**src/rtl/fir_xifu_scoreboard.sv**
```systemverilog
// Issue/hazard scoreboard for the XIFU FIR register file: tracks in-flight offloaded
// instructions, stalls on pending writes, retires on WB/kill. Optional same-cycle WB bypass: FIR_XIFU_BYPASS_EN.
module fir_xifu_scoreboard #(
    parameter int NB_REGS     = 4,
    parameter int NB_INFLIGHT = 4,
    parameter int ID_W        = 4,
    localparam int REG_W      = (NB_REGS > 1) ? $clog2(NB_REGS) : 1,
    localparam int SLOT_W     = $clog2(NB_INFLIGHT)
) (
    input  logic               clk_i,
    input  logic               rst_i,
    input  logic               issue_valid_i,
    output logic               issue_ready_o,
    input  logic [ID_W-1:0]    issue_id_i,
    input  logic [REG_W-1:0]   issue_rs1_i,
    input  logic [REG_W-1:0]   issue_rs2_i,
    input  logic [REG_W-1:0]   issue_rd_i,
    input  logic               issue_we_i,
    input  logic               kill_valid_i,
    input  logic [ID_W-1:0]    kill_id_i,
    input  logic               wb_valid_i,
    input  logic [ID_W-1:0]    wb_id_i,
    input  logic [REG_W-1:0]   wb_rd_i,
    output logic               fwd_a_o,
    output logic               fwd_b_o,
    output logic               fwd_c_o,
    output logic [NB_REGS-1:0] pending_o,
    output logic               full_o,
    output logic               err_o
);

    logic [NB_INFLIGHT-1:0] slot_valid;
    logic [NB_INFLIGHT-1:0] slot_we;
    logic [ID_W-1:0]        slot_id [NB_INFLIGHT];
    logic [REG_W-1:0]       slot_rd [NB_INFLIGHT];

    logic [NB_INFLIGHT-1:0] wb_match;
    logic [NB_INFLIGHT-1:0] kill_match;
    logic                   dup_hit;
    logic                   wb_rd_bad;
    logic                   wb_miss;
    logic [NB_REGS-1:0]     pend_unres;
    logic                   hazard;
    logic                   accept;
    logic [SLOT_W-1:0]      alloc_idx;
    logic                   alloc_found;

    // NOTE: every signal written in always_comb gets a default first, so no path can infer a latch.
    always_comb begin
        pending_o  = '0;
        wb_match   = '0;
        kill_match = '0;
        dup_hit    = 1'b0;
        wb_rd_bad  = 1'b0;
        for (int i = 0; i < NB_INFLIGHT; i++) begin
            if (slot_valid[i]) begin
                if (slot_we[i])
                    pending_o[slot_rd[i]] = 1'b1;
                wb_match[i]   = wb_valid_i && (slot_id[i] == wb_id_i);
                kill_match[i] = kill_valid_i && (slot_id[i] == kill_id_i);
                if (slot_id[i] == issue_id_i)
                    dup_hit = 1'b1;
                if (wb_match[i] && (slot_rd[i] != wb_rd_i))
                    wb_rd_bad = 1'b1;
            end
        end
        wb_miss = wb_valid_i && !(|wb_match);
    end

    assign full_o = &slot_valid;

`ifdef FIR_XIFU_BYPASS_EN
    // A register stays blocked if any pending writer other than the one retiring right now targets it.
    always_comb begin
        pend_unres = '0;
        for (int i = 0; i < NB_INFLIGHT; i++) begin
            if (slot_valid[i] && slot_we[i] && !(wb_match[i] && (slot_rd[i] == wb_rd_i)))
                pend_unres[slot_rd[i]] = 1'b1;
        end
    end

    assign fwd_a_o = accept && pending_o[issue_rs1_i] && !pend_unres[issue_rs1_i];
    assign fwd_b_o = accept && pending_o[issue_rs2_i] && !pend_unres[issue_rs2_i];
    assign fwd_c_o = accept && pending_o[issue_rd_i]  && !pend_unres[issue_rd_i];
`else
    assign pend_unres = pending_o;
    assign fwd_a_o    = 1'b0;
    assign fwd_b_o    = 1'b0;
    assign fwd_c_o    = 1'b0;
`endif

    assign hazard = issue_valid_i &&
                    (pend_unres[issue_rs1_i] || pend_unres[issue_rs2_i] || pend_unres[issue_rd_i]);
    assign issue_ready_o = !rst_i && !full_o && !hazard;
    assign accept        = issue_valid_i && issue_ready_o;

    always_comb begin
        alloc_idx   = '0;
        alloc_found = 1'b0;
        for (int i = 0; i < NB_INFLIGHT; i++) begin
            if (!slot_valid[i] && !alloc_found) begin
                alloc_idx   = SLOT_W'(i);
                alloc_found = 1'b1;
            end
        end
    end

    // NOTE: the slot arrays are small control state, so they are reset along with the valid bits.
    always_ff @(posedge clk_i or posedge rst_i) begin
        if (rst_i) begin
            slot_valid <= '0;
            slot_we    <= '0;
            err_o      <= 1'b0;
            for (int i = 0; i < NB_INFLIGHT; i++) begin
                slot_id[i] <= '0;
                slot_rd[i] <= '0;
            end
        end else begin
            // NOTE: non-blocking assignments let retire and allocate act on the same edge without ordering races.
            for (int i = 0; i < NB_INFLIGHT; i++) begin
                if (wb_match[i] || kill_match[i])
                    slot_valid[i] <= 1'b0;
                if (accept && (alloc_idx == SLOT_W'(i))) begin
                    slot_valid[i] <= 1'b1;
                    slot_id[i]    <= issue_id_i;
                    slot_rd[i]    <= issue_rd_i;
                    slot_we[i]    <= issue_we_i;
                end
            end
            if (wb_miss || wb_rd_bad || (issue_valid_i && dup_hit))
                err_o <= 1'b1;
        end
    end

endmodule
```
**config.mk**
```make
export PLATFORM = sky130hd
export DESIGN_NAME = fir_xifu_scoreboard
export DESIGN_NICKNAME = d
export VERILOG_FILES = /design/src/rtl/fir_xifu_scoreboard.sv
export SDC_FILE = /design/constraint.sdc
export NUM_CORES = 1
export LEC_CHECK = 0
export CORE_MARGIN = 2
export CORE_UTILIZATION = 65
export CTS_BUF_LIST = sky130_fd_sc_hd__clkbuf_8
export DETAILED_ROUTE_END_ITERATION = 6
export DONT_BUFFER_PORTS = 1
export GPL_TIMING_DRIVEN = 0
export PLACE_DENSITY = 0.81
export SYNTH_ARGS = -nofsm -noshare
export SYNTH_HDL_FRONTEND = slang
export SYNTH_SLANG_ARGS = --single-unit
```
**constraint.sdc**
```tcl
create_clock -name clk_i -period 6.6 [get_ports clk_i]
set_input_delay 1.32 -clock clk_i [delete_from_list [all_inputs] [get_ports clk_i]]
set_output_delay 1.32 -clock clk_i [all_outputs]
set_load 0.03 [all_outputs]
```
-- After elaboration in Yosys (flattened, before gate mapping)
Index checks and enable logic that the tools add are counted.
- word-level logic and storage cells: 163
- flip-flop bits (word level): 33
- bits in latches: 0
- bits in read-only memories: 0
- RAM bits: 0
- memories: 0
- bitwise operators: 3
- reductions and logical operators: 53
- order comparisons: 11
- shift operators: 0
- $mul: 0
- div/mod/pow operators: 0
- muxes and demuxes: 60
- $add $sub $neg: 0
- equal/unequal tests: 19
- operator list (operator ; number):
    $eq 4x4->1 ; 12
    $mux 1 ; 43
    $mux 4 ; 8
    $logic_and 1x1->1 ; 29
    $lt 2x3->1 const B ; 7
    $or 4x4->4 ; 3
    $logic_not 1->1 ; 9
    $demux 1 s2 ; 4
    $ge 2x1->1 const B ; 4
    $logic_or 1x1->1 ; 8
    $ne 2x2->1 ; 4
    $reduce_bool 2->1 ; 4
    $bmux 1 s2 ; 3
    $eq 2x2->1 const B ; 2
    $mux 2 ; 2
    $reduce_and 4->1 ; 1
    $reduce_or 4->1 ; 1
    $eq 2x1->1 const B ; 1
    $logic_not 2->1 ; 1

-- Depth between registers and ports, before layout
Gate-level depths: netlist (run 1).
- depth after elaboration: 25
- mapped depth: 8

-- Worst setup path before layout (run 1)
OpenSTA, ideal clock, no wires.
- path type: input to output
- start: input port issue_rs1_i[0]
- end: output port issue_ready_o
- slack: 2565 ps
- stages: 4
- required time: 5280 ps
- arrival time: 2715 ps
- cells stage by stage: or2_2 > o22ai_2 > o211ai_4 > a211oi_1
- cells in the longest elaborated chain, start to end: 7
- ends and longest elaborated chain (element ; line ; source):
    from (decl) ; 15 ; input logic [REG_W-1:0] issue_rs1_i,
    $bmux 1 s2 ; 93 ; (pend_unres[issue_rs1_i] || pend_unres[issue_rs2_i] || pend_unres[issue_rd_i]);
    $mux 1 (not written as such) ; 93 ;
    $logic_or 1x1->1 (2 in series) ; 93 ;
    $logic_and 1x1->1 ; 92 ; assign hazard = issue_valid_i &&
    $logic_not 1->1 ; 94 ; assign issue_ready_o = !rst_i && !full_o && !hazard;
    $logic_and 1x1->1 ; 94 ;
    to (decl) ; 13 ; output logic issue_ready_o,
No other way between the ends. The select of a mux whose other input is x is not followed.

-- Final worst setup path (run 1)
- start: register slot_valid[3]
- end: output port issue_ready_o
- cells in the longest elaborated chain, start to end: 8
- elaborated cells between the ends (all ways): 15
- classes of those cells: 7 x mux; 8 x reduce/logical
- ends and longest elaborated chain (element ; line ; source):
    from (decl) ; 32 ; logic [NB_INFLIGHT-1:0] slot_valid;
    from (signal assigned) ; 111 ; slot_valid <= '0;
    from (signal, indexed assignment) ; 122 ; slot_valid[i] <= 1'b0;
    from (signal, indexed assignment) ; 124 ; slot_valid[i] <= 1'b1;
    $mux 4 * ; 56 ; if (slot_valid[i]) begin
    named net pending_o[2] ; 27 ; output logic [NB_REGS-1:0] pending_o,
    $bmux 1 s2 ; 93 ;
    $mux 1 (not written as such) ; 93 ;
    $logic_or 1x1->1 ; 93 ;
    $logic_or 1x1->1 * ; 93 ;
    $logic_and 1x1->1 * ; 92 ;
    $logic_not 1->1 * ; 94 ;
    $logic_and 1x1->1 * ; 94 ;
Mark *: on every way through the listed nets, which the timed path passes. The rest lies on a longest branch. The select of a mux whose other input is x is not followed.

==> impl_results.md, run 1 <==
* Async set-or-reset flop fraction in the synthesized netlist at 1.00
* Final hold slack at 592 ps
* Sequential fraction of the synthesis area at 0.350
* Synth area leaders: dfrtp_1, xor2_1, mux2_2
* Worst hold stages at 1
* Origin of the worst setup path: slot_valid[3]
* Most frequent cells in the layout: xor2_1, dfrtp_1, mux2_2, xnor2_1, nand2_1
* Clock root buffer: clkbuf_8
* Post-synthesis xor/xnor area fraction at 0.208
* Post-synthesis mux area share at 0.145
* Post-Synth Simple-Gate Area at 0.177
* Mapped Area at 2360 um^2
* Endpoints failing setup at 0
* Layout cell share with drive strength beyond 1 at 0.234
* Least-Margin Pin Slew at 960 ps
* Leak Pwr at 0.00110 uW
* First-pass GRT wire length at 9.27 mm
* CTS resizes at 0
* Final ANT Viol Nets at 0
* Final hold vios at 0
* Final Skew at 4.25 ps
* Drt drc at 0
* CTS Buffer Depth at 2
* Worst-path clk slew at 70 ps
* Worst hold path startpoint: slot_we[0]
* Max-Slew Margin vs Limit at 0.356
* Cell count after synthesis at 220
* R2r setup slk at 3600 ps
* Arr. time, crit path at 2990 ps
* Die X at 64.2 um
* Finished Core Util at 0.751
* Die Y at 64.2 um
* Top cell type's share of synthesized area at 0.350
* Vias in the first global route at 2,009
* Initial Utilization at 0.690
* YS warnings at 0
* Detailed Place HPWL at 4.16 mm
* Row cnt at 21
* Final setup TNS at 0 ps
* Routed wire length at 5.64 mm
* Initial DRC count at 142
* CTS HTree Levels at 2
* Fmax at 232 MHz
* Worst Setup End Kind: primary output
* Power Density at 436 nW/um^2
* Largest family of logic cells by synthesized area: XOR/XNOR gates
* Number of enable flip-flop cells after synthesis at 0
* Worst-case reg-to-reg path depth at 7
* Compound-cell area share of the yosys netlist at 0.0770
* Die Outline Area at 4120 um^2
* DR WL/cell at 20.4 um
* Number of max-cap violations at 0
* Gr ovfl total at 0
* Hold-fix buffers, CTS at 0
* Syn_area_per_cell at 10.7 um^2
* Vias per cell at 6.42
* Nets at 256
* Period minus WS final at 4310 ps
* Area delta synth->final at 8.86%
* Io pins at 36
* WS Path Type: flip-flop to primary output
* Post-synth top flop: dfrtp_1
* Total number of vias at 1,778
* R2R Path Start: slot_valid[3]
* Placer Congestion at 0.932
* CTS Buf Count at 5
* Initial antenna violation count at 0
* Core area at 3420 um^2
* Startpoint types: flip-flop
* Largest net degree at the start of global routing at 35
* Tcrit/Tclk final at 0.653
* Hold Path Class: flip-flop to flip-flop
* Total power at 1120 uW
* Antenna Cells at 0
* Final Max Slew Viols at 0
* Area share of fa/ha/maj cells after synthesis at 0
* Crit path max fanout at 9
* Synthesized flop and latch total at 33
* Total GRT Usage at 0.300
* Synth unique cells at 39
* DR pass1 iterations at 4
* Status: completed
* Clk sink count at 33
* Most common cell after layout, fill and taps aside: xor2_1
* Clock Latency Late Sink at 290 ps
* CTS tree: done
* Post-synth top area cell: dfrtp_1
* Buffers on Ports at 0
* Post-CTS setup buffers at 0
* Maximum vdd drop at 0.000231 V
* Required time worst endpoint at 5280 ps
* RSZ-0062 raised after global routing: no
worst max-delay path: stages, from the launching register on:
cell and delay, ps:
dfrtp_1 380, clkbuf_1 240, nand4b_1 150, nand4_1 460, a22oi_1 440, o211ai_4 190, a211oi_1 850
cell type report:
class	count	area (um^2)
inverter	7	26.3
clock buffer	6	82.6
timing repair buffer	1	27.5
clock inverter	2	33.8
tap	46	57.6
sequential	33	826
multi-input combinational	169	1440
fill	234	850
buffer	13	71.3
worst paths after layout:
| check | endpoint |
|---|---|
| setup / recovery | issue_ready_o |
| hold / removal | slot_we[0] |
| setup reg to reg | slot_id[3] |
| hold reg to reg | slot_we[0] |
| max in group asynchronous | slot_id[10] |
| min in group asynchronous | slot_rd[5] |
logic make-up (layout without fill, tap and decap cells):
kind of cell | count (synthesis) | in the layout
compound gates | 21 | 21
simple gates | 61 | 61
flops | 33 | 33
mux | 28 | 28
other cells | 1 | 3
buf+inv | 20 | 29
xor+xnor | 56 | 56
routing by layer:
metal	GRT usage	share of wire	vias to the layer above
met4	0.178	0.034	0
met1	0.331	0.39	860
li1	-	-	805
met3	0.0933	0.085	25
met2	0.505	0.49	88
met5	0	0	-
state kept, by name, indices dropped and copies added (netlist names):
register	count
slot_id	16
slot_we	4
slot_valid	4
slot_rd	8
err_o	1
cells in the mapped netlist, types with 3 or more instances:
cell type,count
buf_4,3
nand3_1,8
nor4_1,5
xnor2_1,20
mux2_2,21
xor2_1,36
nand4b_1,8
buf_2,3
nand4_1,9
o22ai_1,5
inv_1,7
a211oi_1,3
clkbuf_1,6
dfrtp_1,33
mux2_4,7
nor3_1,7
nand2_1,10
where the power goes:
| part | total [uW] | switching, uW | internal [uW] |
|---|---|---|---|
| clock network | 194 | 72.9 | 121 |
| registers | 428 | 134 | 294 |
| logic | 495 | 245 | 250 |
metrics by stage:
step | instances | area, um^2 | setup slack, ps
global placement | 268 | 2420 | 2510
finish | 277 | 2570 | 2290
CTS | 276 | 2540 | 2320
floorplan | 222 | 2360 | 2560
global route | 277 | 2570 | 2200
detailed placement | 268 | 2420 | 2500
Power figures use the tool's default switching activity.
==> run 2, diff against run 1 <==
- CORE_UTILIZATION: 65 -> 60
- PLACE_DENSITY: 0.81 -> 0.79
- clock period: 6.6 -> 3.6 ns (I/O delays scaled with it)
==> run 2 against run 1 <==
Critical path depth unchanged. Non-clock buffer count unchanged. Global-route usage decreased by 5.4 points. Largest power group unchanged. Highest routed layer unchanged.
==> impl_results.md, run 2 (synthesis results as in run 1) <==
* Antenna Cells at 0
* Layout cell share with drive strength beyond 1 at 0.238
* Gr ovfl total at 0
* Tcrit/Tclk final at 0.939
* Worst Setup End Kind: primary output
* Worst-case reg-to-reg path depth at 8
* Maximum vdd drop at 0.000420 V
* Flip-flop and latch area at 826 um^2
* Int Power at 1220 uW
* Flop pwr share at 0.388
* Post-CTS setup buffers at 0
* Endpoints failing setup at 0
* CTS tree: done
* Final Skew at 6.82 ps
* Final setup TNS at 0 ps
* Die Outline Area at 4450 um^2
* Clk pwr share at 0.177
* Sw frac at 0.394
* Nets at 256
* Least-Margin Pin Slew at 679 ps
* Io pins at 36
* Clock root buffer: clkbuf_8
* WS Path Type: flip-flop to primary output
* Total number of vias at 1,698
* Power Density at 782 nW/um^2
* Required time worst endpoint at 2880 ps
* Design Area, Final at 2570 um^2
* Arr. time, crit path at 2660 ps
* Fillers at 286
* Vias per cell at 6.09
* First-pass GRT wire length at 7.98 mm
* Startpoint types: flip-flop
* Final hold vios at 0
* Clock Latency Late Sink at 290 ps
* Most flop-heavy register: slot_id
* R2r setup slk at 660 ps
* Buffers on Ports at 0
* Initial DRC count at 69
* Period minus WS final at 3380 ps
* Clk sink count at 33
* Vias in the first global route at 1,612
* Largest registers: slot_id x16, slot_rd x8
* Reg-to-reg endpoint: slot_id[5]
* Core area at 3720 um^2
* Comb pwr share at 0.435
* Final Max Slew Viols at 0
* Area delta synth->final at 9.18%
* CTS HTree Levels at 2
* Status: completed
* Max-Slew Margin vs Limit at 0.546
* Leak Pwr at 0.00110 uW
* Routed wire length at 4.95 mm
* Initial antenna violation count at 0
* Drt drc at 0
* Most frequent cells in the layout: xor2_1, dfrtp_1, mux2_2, xnor2_1, nand2_1
* CTS Buf Count at 5
* Psw at 792 uW
* Area of placed instances at 2420 um^2
* Detailed Place HPWL at 3.74 mm
* Row cnt at 22
* RSZ-0062 raised after global routing: no
* Placer Congestion at 0.803
* Largest net degree at the start of global routing at 35
* Total GRT Usage at 0.246
* Largest register FFs at 16
* CTS Buffer Depth at 2
* Multi-input combinational cell area at 1450 um^2
* DR pass1 iterations at 4
* Final ANT Viol Nets at 0
* Initial Utilization at 0.634
* Fmax at 296 MHz
* Most common cell after layout, fill and taps aside: xor2_1
* DR WL/cell at 17.7 um
* Worst-path clk slew at 60 ps
* Hold Path Class: primary input to asynchronous set/reset pin
* Number of max-cap violations at 0
* R2R Path Start: slot_valid[3]
* Total power at 2010 uW
* Crit path max fanout at 9
* Die Y at 66.7 um
* Die X at 66.7 um
## run 2: layer usage
metal  GRT usage  share of wire  up-vias
li1            -              -      809
met1       0.332           0.47      836
met2       0.383           0.46       41
met3      0.0490          0.046       12
met4       0.107          0.021        0
met5           0              0        -
## run 2: power by group through the flow
stage / Sequential, uW / Combinational, uW / Clock, uW
2_1_floorplan: 724 / 765 / 0
3_3_place_gp: 770 / 844 / 0
3_5_place_dp: 781 / 866 / 0
4_1_cts: 776 / 875 / 360
5_1_grt: 810 / 951 / 380
6_report: 782 / 875 / 357
## run 2: final cells by class
cell class / count / share of cell area
inverters: 7 / 0.0102
multi-input cells: 169 / 0.562
clock buffers: 6 / 0.0321
well taps: 48 / 0.0233
plain buffers: 13 / 0.0277
repair buffers: 1 / 0.0107
clock inverters: 2 / 0.0131
flip-flops and latches: 33 / 0.321
## run 2: what timing repair did
action / 4_1_cts / 5_1_grt
setup endpoints to repair: 1 / 0
resized for setup: 1 / 0
hold buffers: 0 / 0
endpoints found under the hold margin: 0 / 0
## run 2: worst max-delay path: stages, from the launching register on
cell	delay, ps
dfrtp_1	360
clkbuf_1	220
nand4_1	160
nand4_1	440
o22ai_1	430
o211ai_4	190
a211oi_2	560
## run 2: worst max-delay path by stage
stage	from	to	slack [ps]
after floorplan	slot_valid[2]	issue_ready_o	410
after global placement	slot_valid[3]	issue_ready_o	260
after detailed placement	slot_valid[3]	issue_ready_o	250
after CTS	slot_valid[3]	issue_ready_o	220
after global routing	slot_valid[3]	issue_ready_o	70
final	slot_valid[3]	issue_ready_o	220
## run 2: metrics by stage
step           utilization  worst slack [ps]  std cells  hold slack (ps)
2_1_floorplan            -               407        222              540
3_3_place_gp         0.653               264        270              557
3_5_place_dp         0.653               246        270              568
6_report             0.693               219        279              267
4_1_cts              0.685               221        278              567
5_1_grt              0.693              71.6        279              290
==> run 3, diff against run 2 <==
- CORE_UTILIZATION: 60 -> 48
- PLACE_DENSITY: 0.79 -> 0.65
==> run 3 against run 2 <==
Critical path depth is the same. Total power decreased by 5.0%. Non-clock buffer count is the same. Design area decreased by 0.73%. Highest routed layer unchanged.
==> impl_results.md, run 3 (synthesis results as in run 1) <==
* Status: completed
* Initial DRC count at 91
* Buffers on Ports at 0
* Most frequent cells in the layout: xor2_1, dfrtp_1, mux2_2, xnor2_1, nand2_1
* Die Outline Area at 5490 um^2
* Comb pwr share at 0.459
* Largest registers: slot_id x16, slot_rd x8
* DR WL/cell at 17.6 um
* Die Y at 74.1 um
* Gr ovfl total at 0
* Routed wire length at 5.20 mm
* Period minus WS final at 3410 ps
* Row cnt at 25
* Most flop-heavy register: slot_id
* Crit path max fanout at 9
* Least-Margin Pin Slew at 686 ps
* Final Skew at 2.05 ps
* Vias per cell at 5.67
* CTS Buf Count at 5
* Clock Latency Late Sink at 280 ps
* Layout Cells excl Fill at 296
* Leak Pwr at 0.00108 uW
* Startpoint types: flip-flop
* Largest register FFs at 16
* Psw at 788 uW
* Io pins at 36
* CTS HTree Levels at 2
* Finished Core Util at 0.541
* Number of max-cap violations at 0
* Flop pwr share at 0.408
* First-pass GRT wire length at 8.18 mm
* Placer Congestion at 0.849
* Largest net degree at the start of global routing at 35
* RSZ-0062 raised after global routing: no
* Clk sink count at 33
* Initial Utilization at 0.499
* Total power at 1910 uW
* Final hold vios at 0
* Worst Setup End Kind: primary output
* Core area at 4720 um^2
* Total GRT Usage at 0.203
* Hold Path Class: primary input to asynchronous set/reset pin
* Required time worst endpoint at 2880 ps
* Total number of vias at 1,678
* Endpoints failing setup at 0
* CTS tree: done
* Layout cell share with drive strength beyond 1 at 0.236
* Maximum vdd drop at 0.000251 V
* Vias in the first global route at 1,583
* Antenna Cells at 0
* Clk pwr share at 0.133
* Worst-path clk slew at 60 ps
* Placed cells at 289
* Detailed Place HPWL at 3.91 mm
* Sw frac at 0.412
* Clock root buffer: clkbuf_8
* Tcrit/Tclk final at 0.946
* DR pass1 iterations at 4
* Fillers at 410
* Max-Slew Margin vs Limit at 0.540
* WS Path Type: flip-flop to primary output
* Nets at 256
* CTS Buffer Depth at 2
* Area delta synth->final at 8.39%
* Initial antenna violation count at 0
* Final ANT Viol Nets at 0
* Final hold slack at 269 ps
* Final setup TNS at 0 ps
* Int Power at 1130 uW
* Drt drc at 0
* Power Density at 749 nW/um^2
* Fmax at 294 MHz
* Die X at 74.1 um
* Most common cell after layout, fill and taps aside: xor2_1
* Final Max Slew Viols at 0
* Arr. time, crit path at 2690 ps
[run 3: repair_timing]
action | CTS | global route
endpoints found under the hold margin | 0 | 0
endpoints found under the setup margin | 1 | 0
resized for setup | 1 | 0
buffers inserted | 0 | 0
hold buffers | 0 | 0
[run 3: power groups by stage]
| stage | Combinational [uW] | Sequential (uW) | Clock [uW] |
|---|---|---|---|
| floorplan | 765 | 724 | 0 |
| global placement | 850 | 770 | 0 |
| detailed placement | 869 | 780 | 0 |
| CTS | 876 | 773 | 264 |
| global route | 960 | 812 | 276 |
| finish | 877 | 781 | 254 |
[run 3: area by class of cell]
type | instances | area (um^2) | share of cell area
Sequential cell | 33 | 826 | 0.323
Clock buffer | 5 | 68.8 | 0.0269
Clock inverter | 1 | 5.00 | 0.00196
Inverter | 7 | 26.3 | 0.0103
Multi-Input combinational cell | 169 | 1450 | 0.566
Timing Repair Buffer | 1 | 27.5 | 0.0108
Tap cell | 67 | 83.8 | 0.0328
Buffer | 13 | 71.3 | 0.0279
[run 3: through the flow]
stage	setup slack (ps)	instance area, um^2
floorplan	407	2360
global placement	238	2450
detailed placement	223	2450
CTS	195	2530
global route	121	2550
finish	193	2550
[run 3: layer usage]
metal	GRT usage	share of wire	vias up
li1	-	-	805
met1	0.295	0.49	824
met2	0.300	0.45	43
met3	0.0556	0.050	6
met4	0.0525	0.012	0
met5	0	0	-
[run 3: path summary, 6_finish.rpt]
path	startpoint	end	slack, ps	depth (start not counted)
setup / recovery	slot_valid[3]	issue_ready_o	190	6
hold / removal	rst_i	slot_id[12]	270	1
setup reg to reg	slot_valid[3]	slot_id[15]	640	7
hold reg to reg	slot_we[2]	slot_we[2]	600	1
max in group asynchronous	rst_i	slot_we[2]	2920	2
min in group clk_i	issue_rd_i[1]	slot_rd[3]	580	1
[run 3: worst max-delay path, stage by stage (launching register included)]
cell and delay [ps]:
dfrtp_1 360, clkbuf_1 220, nand4_1 170, nand4_1 460
o22ai_1 430, o211ai_4 190, a211oi_2 570
